===== src/rtl/adc_sample_packer.sv =====
// rtl/adc_sample_packer.sv - ADC sample capture FIFO packed into a header-framed UART byte stream
module adc_sample_packer #(
    parameter int FIFO_DEPTH = 16
) (
    input  logic        I_clk,
    input  logic        I_rst,
    input  logic [11:0] I_adc_data,
    input  logic        I_adc_data_valid,
    input  logic        I_capture_start,
    input  logic [15:0] I_capture_len,
    output logic [7:0]  O_tx_data,
    output logic        O_tx_valid,
    input  logic        I_tx_ready,
    output logic        O_busy,
    output logic        O_done,
    output logic        O_overflow
);

    localparam int AW = $clog2(FIFO_DEPTH);
    localparam logic [AW:0] FILL_MAX = FIFO_DEPTH[AW:0];

    localparam logic [2:0] ST_IDLE   = 3'd0;
    localparam logic [2:0] ST_HDR0   = 3'd1;
    localparam logic [2:0] ST_HDR1   = 3'd2;
    localparam logic [2:0] ST_STREAM = 3'd3;
    localparam logic [2:0] ST_DONE   = 3'd4;

    logic [2:0]    state;
    logic [11:0]   mem [FIFO_DEPTH];
    logic [AW-1:0] wr_ptr;
    logic [AW-1:0] rd_ptr;
    logic [AW:0]   fill;
    logic [15:0]   cap_len;
    logic [15:0]   cap_cnt;
    logic          byte_sel;   // 0: high nibble byte next, 1: low byte next
    logic          overflow;

    logic          start_ok;
    logic          capturing;
    logic          strobe_in;
    logic          fifo_empty;
    logic          fifo_full;
    logic          tx_fire;
    logic          fifo_rd;
    logic          fifo_wr;
    logic          drop;
    logic [11:0]   head;

    assign start_ok   = (state == ST_IDLE) && I_capture_start && (I_capture_len != 16'd0);
    // Sampling runs alongside header transmission, so every busy state captures.
    assign capturing  = (state == ST_HDR0) || (state == ST_HDR1) || (state == ST_STREAM);
    assign strobe_in  = capturing && I_adc_data_valid && (cap_cnt != cap_len);
    assign fifo_empty = (fill == '0);
    assign fifo_full  = (fill == FILL_MAX);
    assign head       = mem[rd_ptr];
    assign tx_fire    = O_tx_valid && I_tx_ready;
    // An entry leaves the FIFO only once its low byte has been accepted.
    assign fifo_rd    = (state == ST_STREAM) && tx_fire && byte_sel;
    // A pop in the same cycle frees a slot, so a full FIFO can still take the sample.
    assign fifo_wr    = strobe_in && (!fifo_full || fifo_rd);
    assign drop       = strobe_in && !fifo_wr;

    assign O_busy     = capturing;
    assign O_done     = (state == ST_DONE);
    assign O_overflow = overflow;

    // Byte presented to the UART; holds steady under backpressure because the head only moves on pop.
    always_comb begin
        O_tx_valid = 1'b0;
        O_tx_data  = 8'h00;
        case (state)
            ST_HDR0: begin
                O_tx_valid = 1'b1;
                O_tx_data  = 8'hA5;
            end
            ST_HDR1: begin
                O_tx_valid = 1'b1;
                O_tx_data  = 8'h5A;
            end
            ST_STREAM: begin
                if (!fifo_empty) begin
                    O_tx_valid = 1'b1;
                    O_tx_data  = byte_sel ? head[7:0] : {4'h0, head[11:8]};
                end
            end
            default: begin
                O_tx_valid = 1'b0;
                O_tx_data  = 8'h00;
            end
        endcase
    end

    // Sample storage; contents need no reset since the pointers define validity.
    always_ff @(posedge I_clk) begin
        if (!I_rst && fifo_wr) begin
            mem[wr_ptr] <= I_adc_data;
        end
    end

    // FIFO pointers and occupancy.
    always_ff @(posedge I_clk) begin
        if (I_rst) begin
            wr_ptr <= '0;
            rd_ptr <= '0;
            fill   <= '0;
        end else begin
            if (fifo_wr) begin
                wr_ptr <= wr_ptr + 1'b1;
            end
            if (fifo_rd) begin
                rd_ptr <= rd_ptr + 1'b1;
            end
            case ({fifo_wr, fifo_rd})
                2'b10:   fill <= fill + 1'b1;
                2'b01:   fill <= fill - 1'b1;
                default: fill <= fill;
            endcase
        end
    end

    // Capture sequencing: header, streamed samples, done pulse, plus sample counting.
    always_ff @(posedge I_clk) begin
        if (I_rst) begin
            state    <= ST_IDLE;
            cap_len  <= 16'd0;
            cap_cnt  <= 16'd0;
            byte_sel <= 1'b0;
            overflow <= 1'b0;
        end else begin
            case (state)
                ST_IDLE: begin
                    if (start_ok) begin
                        cap_len  <= I_capture_len;
                        cap_cnt  <= 16'd0;
                        byte_sel <= 1'b0;
                        overflow <= 1'b0;
                        state    <= ST_HDR0;
                    end
                end
                ST_HDR0: begin
                    if (tx_fire) begin
                        state <= ST_HDR1;
                    end
                end
                ST_HDR1: begin
                    if (tx_fire) begin
                        state <= ST_STREAM;
                    end
                end
                ST_STREAM: begin
                    if (tx_fire) begin
                        byte_sel <= ~byte_sel;
                    end
                    // byte_sel is back at 0 whenever the FIFO is empty, so nothing is half-sent here.
                    if ((cap_cnt == cap_len) && fifo_empty) begin
                        state <= ST_DONE;
                    end
                end
                ST_DONE: begin
                    state <= ST_IDLE;
                end
                default: begin
                    state <= ST_IDLE;
                end
            endcase
            if (strobe_in) begin
                cap_cnt <= cap_cnt + 16'd1;
            end
            if (drop) begin
                overflow <= 1'b1;
            end
        end
    end

endmodule


===== config.mk =====
export PLATFORM = sky130hd
export DESIGN_NAME = adc_sample_packer
export DESIGN_NICKNAME = d
export VERILOG_FILES = /design/src/rtl/adc_sample_packer.sv
export SDC_FILE = /design/constraint.sdc
export NUM_CORES = 1
export LEC_CHECK = 0
export BUFFER_PORTS_ARGS = -buffer_cell sky130_fd_sc_hd__buf_2
export CAP_MARGIN = 20
export CORE_MARGIN = 10
export CORE_UTILIZATION = 55
export DETAILED_ROUTE_END_ITERATION = 10
export GPL_ROUTABILITY_DRIVEN = 0
export PLACE_DENSITY = 0.82
export SLEW_MARGIN = 10
export SYNTH_ARGS = -nofsm -noshare
export SYNTH_HDL_FRONTEND = slang
export SYNTH_SLANG_ARGS = --single-unit

===== constraint.sdc =====
create_clock -name I_clk -period 6.25 [get_ports I_clk]
set_input_delay 0.625 -clock I_clk [delete_from_list [all_inputs] [get_ports I_clk]]
set_output_delay 0.625 -clock I_clk [all_outputs]
set_load 0.05 [all_outputs]

# Word-level counts from Yosys, hierarchy flattened
# Memory sizes are Yosys's and may differ from the RTL's. A register that Yosys moved wholly into a read port is not among the register bits.
# Index checks and enable logic that the tools add are counted.
# Widths: inputs -> output; s select.
[classes]
add_sub_neg = 5
multipliers = 0
n_div = 0
magnitude_cmp = 0
n_eq_ne = 14
n_shift = 0
mux = 23
bitwise = 1
reduce_logical = 32
[op_table]
columns = ["cell", "count"]
rows = [
  ["$mux 16", 3],
  ["$pmux 8 s3", 1],
  ["$add 16x1->16 const B", 1],
  ["$eq 16x16->1", 1],
  ["$mux 8", 2],
  ["$ne 16x16->1", 1],
  ["$reduce_bool 16->1", 1],
  ["$mux 3", 4],
  ["$pmux 3 s4", 1],
  ["$reduce_bool 2->1", 6],
  ["$logic_and 1x1->1", 11],
  ["$pmux 5 s2", 1],
  ["$add 4x1->4 const B", 2],
  ["$mux 4", 2],
  ["$ne 2x2->1 const B", 4],
  ["$mux 1", 7],
  ["$eq 3x2->1 const B", 2],
  ["$reduce_and 2->1", 3],
  ["$add 5x1->5 const B", 1],
  ["$eq 5x5->1 const B", 1],
  ["$logic_not 5->1", 1],
  ["$sub 5x1->5 const B", 1],
  ["$pmux 1 s2", 2],
  ["$reduce_and 4->1", 1],
  ["11 further kinds", 15],
]
[totals]
ff_bits = 50
latch_bits = 0
ram_bits = 192
rom_bits = 0
input_bits = 33
output_inout_bits = 12
word_cells = 84
memories = 1
[memory_table]
columns = ["memory", "depth", "word_bits", "rd", "rd_clocked_by_memory_dff", "wr", "line_no", "source"]
rows = [
  ["mem", 16, 12, 1, 1, 1, "29", "logic [11:0] mem [FIFO_DEPTH];"],
]

# Logic depth before layout (Yosys ltp)
[depth]
depth_word = 12
mapped_depth = 13
depth_no_buf = 12

# Worst setup path before layout
# No wires, ideal clock.
[synth_path]
path_kind = "register -> output"
startpoint = "reg (tool-made name)"
endpoint = "out O_tx_data[2]"
t_arrival_ns = 2.560
t_required_ns = 5.625
setup_slack_ns = 3.065
stages_incl_launch_ff = 7
n_path_buf = 2
path_cell_list = "dfxtp_1 > buf_2 > clkbuf_1 > mux4_2 > mux4_2 > mux2i_1 > o32ai_1"
[synth_rtl]
columns = ["element", "line_no", "source"]
rows = [
  ["to (decl)", "11", "output logic [7:0] O_tx_data,"],
]

==> flow_metrics.py <==
metrics = {
    "routing": {
        "dr.pass1.iters": 5,
        "drt-total-wl_mm": 23.5,
        "ant_nets": 0,
        "drt_iter0_drc": 523,
        "routedWlPerCell_microns": 24.7,
        "vias": 6032,
        "via_per_inst": 6.34,
        "drc": 0,
    },
    "pwr": {
        "switchingPower_uw": 980,
        "p_leak_uw": 0.00382,
        "p_clk_frac": 0.365,
        "pwr-share-seq": 0.504,
        "power.density_mw_per_mm2": 317,
        "swShare": 0.268,
        "peakVddDrop_mv": 0.247,
        "total_power_uw": 3660,
        "p_int_uw": 2680,
        "p_comb_frac": 0.131,
    },
    "setup_path": {
        "worstSetupStartpointType": "flip-flop",
        "path_common_cell": "mux4_2",
        "path_class": "reg2out",
        "reg2reg_depth": 6,
        "critPathSlowestCell": "dfxtp_4",
        "endpoint_kind": "primary output",
        "worstSetupPathDepth": 5,
        "cp.arrival_ps": 3320,
        "crit_family": "multiplexers",
        "path_cells": "mux4_2 -> mux4_2 -> mux2i_1 -> o32ai_1 -> buf_2",
        "critPathMaxStageDelay_ps": 930,
        "critPathBufInv": 1,
        "critical_path.max_fanout": 48,
        "cp.required_ps": 5620,
    },
    "yosys": {
        "ys_types": 56,
        "syn_avg_cell_area_sq_um": 15.8,
        "syn_inst": 647,
        "ys_warn_count": 0,
        "synthFlopType": "edfxtp_1",
        "ys_seq_area_frac": 0.669,
        "synthArstFlopShare": 0,
        "ys_ff_latch": 246,
        "synth_edf_count": 192,
        "synth_nets": 690,
        "synth.cell_area_sq_mm": 0.0102,
    },
    "timing": {
        "finalClockSkew_ps": 24.0,
        "fmax_mhz": 254,
        "fin_tns_setup_ps": 0,
        "finalSetupViolations": 0,
        "rsz0062_at_grt": "no",
        "drv_slew": 0,
        "fin_crit_sh": 0.631,
        "worst_pin_slew_ps": 975,
        "hold_viol_final": 0,
        "max_slew_margin": 0.347,
        "period_needed_ps": 3940,
    },
    "floorplan": {
        "fp.dieH_microns": 156,
        "start_util": 0.564,
        "die-area_sq_mm": 0.0245,
        "rows": 49,
        "core_area_sq_mm": 0.0181,
        "pin_count": 45,
        "die_w_microns": 156,
    },
    "layout": {
        "regArea_sq_mm": 0.00685,
        "layout-drive-gt1-share": 0.253,
        "layout.cells.non_filler": 951,
        "num-fill-cells": 1265,
        "nets": 746,
        "diodes": 0,
        "final_common_cell": "edfxtp_1",
        "final_cell_mix": "edfxtp_1, mux4_2, dfxtp_1",
        "synthToLayoutAreaGrowth_pct": 12.9,
        "multi_input_comb_area_sq_mm": 0.00328,
    },
    "status": {
        "status": "finished, final reports clean",
    },
    "clocking": {
        "clk_path_buf_depth": 3,
        "root_buffer": "clkbuf_16",
        "cts.sinks": 246,
        "holdBufCountCts": 0,
        "clk_pin_slew_worst_paths_ps": 60,
        "cts_resized": 0,
        "h-tree-depth": 1,
        "cts_buffers": 25,
        "cts_tree": "built",
        "postCtsSetupBuffers": 0,
        "clk_latency_ps": 540,
    },
    "min_path": {
        "hp-class": "in2reg",
        "min_path_cells": 3,
    },
    "global_route": {
        "gr-usage-all-layers": 0.193,
        "grt_pass1_vias": 6032,
        "antenna_found_initial": 0,
        "grt_max_degree": 49,
        "grt_pass1_wl_mm": 36.4,
        "grt_overflow": 0,
    },
    "place": {
        "io_buffers": 44,
        "dp_cells": 898,
        "dp_hpwl_mm": 15.8,
    },
    "flow_run": {
        "drv_cap": 0,
    },
}
through the flow:
step	setup WS, ps	hold WS, ps	util	instance area [sq um]
floorplan	3060	448	-	10200
global placement	2890	456	0.591	10700
detailed placement	2760	459	0.594	10800
CTS	2270	362	0.634	11500
global route	2080	369	0.637	11600
finish	2310	370	0.637	11600
area by class of cell:
type | instances | share of cell area
inverter | 12 | 0.00389
clock inverter | 13 | 0.00649
timing repair buffer | 63 | 0.0327
sequential | 246 | 0.592
clock buffer | 33 | 0.0567
tap | 229 | 0.0248
multi-input combinational | 355 | 0.283
flip-flops by register name, summed over array words and instances, names as in the netlist, named ones only:
signal      cells
cap_cnt        16
rd_ptr          4
state           3
wr_ptr          4
byte_sel        1
fill            5
cap_len        16
O_overflow      1
mem           192
Yosys cell counts (all sizes together) (4+ instances only):
cell type / n / area [sq um]
edfxtp: 192 / 5770
nand4: 5 / 46.3
a21oi: 31 / 155
inv: 12 / 45.0
xor2: 19 / 166
xnor2: 7 / 61.3
o41ai: 5 / 43.8
nor3: 16 / 90.1
a31oi: 6 / 37.5
nand3: 33 / 165
nand3b: 10 / 75.1
nor2b: 6 / 37.5
a21o: 4 / 30.0
o211ai: 5 / 37.5
nor4: 13 / 124
nand2b: 4 / 25.0
nand2: 45 / 174
mux4: 56 / 1260
or3: 4 / 25.0
and3: 7 / 43.8
mux2i: 8 / 80.1
clkbuf: 16 / 60.1
nor2: 23 / 93.8
o21ai: 9 / 45.0
ha: 9 / 113
buf: 18 / 98.8
mux2: 4 / 45.0
dfxtp: 54 / 1080
and2: 6 / 37.5
layer usage:
layer	routed length (microns)	track usage	part of all wire
met4	401	0.0346	0.017
met1	9470	0.255	0.40
met2	11600	0.324	0.50
met3	1940	0.0444	0.083
met5	0	0	0
kinds of logic after synthesis:
logic type	after synthesis	share of synthesized area
AO/OA/AOI/OAI	74	0.0453
XOR/XNOR	26	0.0222
adder cells (fa/ha/maj)	10	0.0130
buffers and inverters	46	0.0199
flip-flops	246	0.669
multiplexers	68	0.135
AND/OR/NAND/NOR	177	0.0957
final timing paths:
| check | startpoint | to | slack, ps |
|---|---|---|---|
| hold reg to reg | O_overflow$_SDFFE_PP0P_ | O_overflow$_SDFFE_PP0P_ | 470 |
| hold / removal | I_capture_len[4] | cap_len[4]$_SDFFE_PP0P_ | 370 |
| setup / recovery | flip-flop | O_tx_data[2] | 2310 |
| setup reg to reg | state[1]$_SDFFE_PP0P_ | mem[3][5]$_DFFE_PP_ | 2820 |
power groups by stage:
stage | sequential [uW] | clock, uW | combinational (uW)
2_1_floorplan | 1860 | 0 | 362
3_5_place_dp | 1880 | 0 | 477
4_1_cts | 1840 | 1350 | 481
6_report | 1840 | 1340 | 481
3_3_place_gp | 1870 | 0 | 457
5_1_grt | 1850 | 1430 | 521
worst reg2reg max path: stages (launching register included):
cell	delay [ps]
dfxtp_1	580
nand3b_1	270
o211ai_1	330
and2_1	210
nand2_1	550
nor4_2	870
buf_4	300
Note: power is estimated with default switching activity, not from simulation.
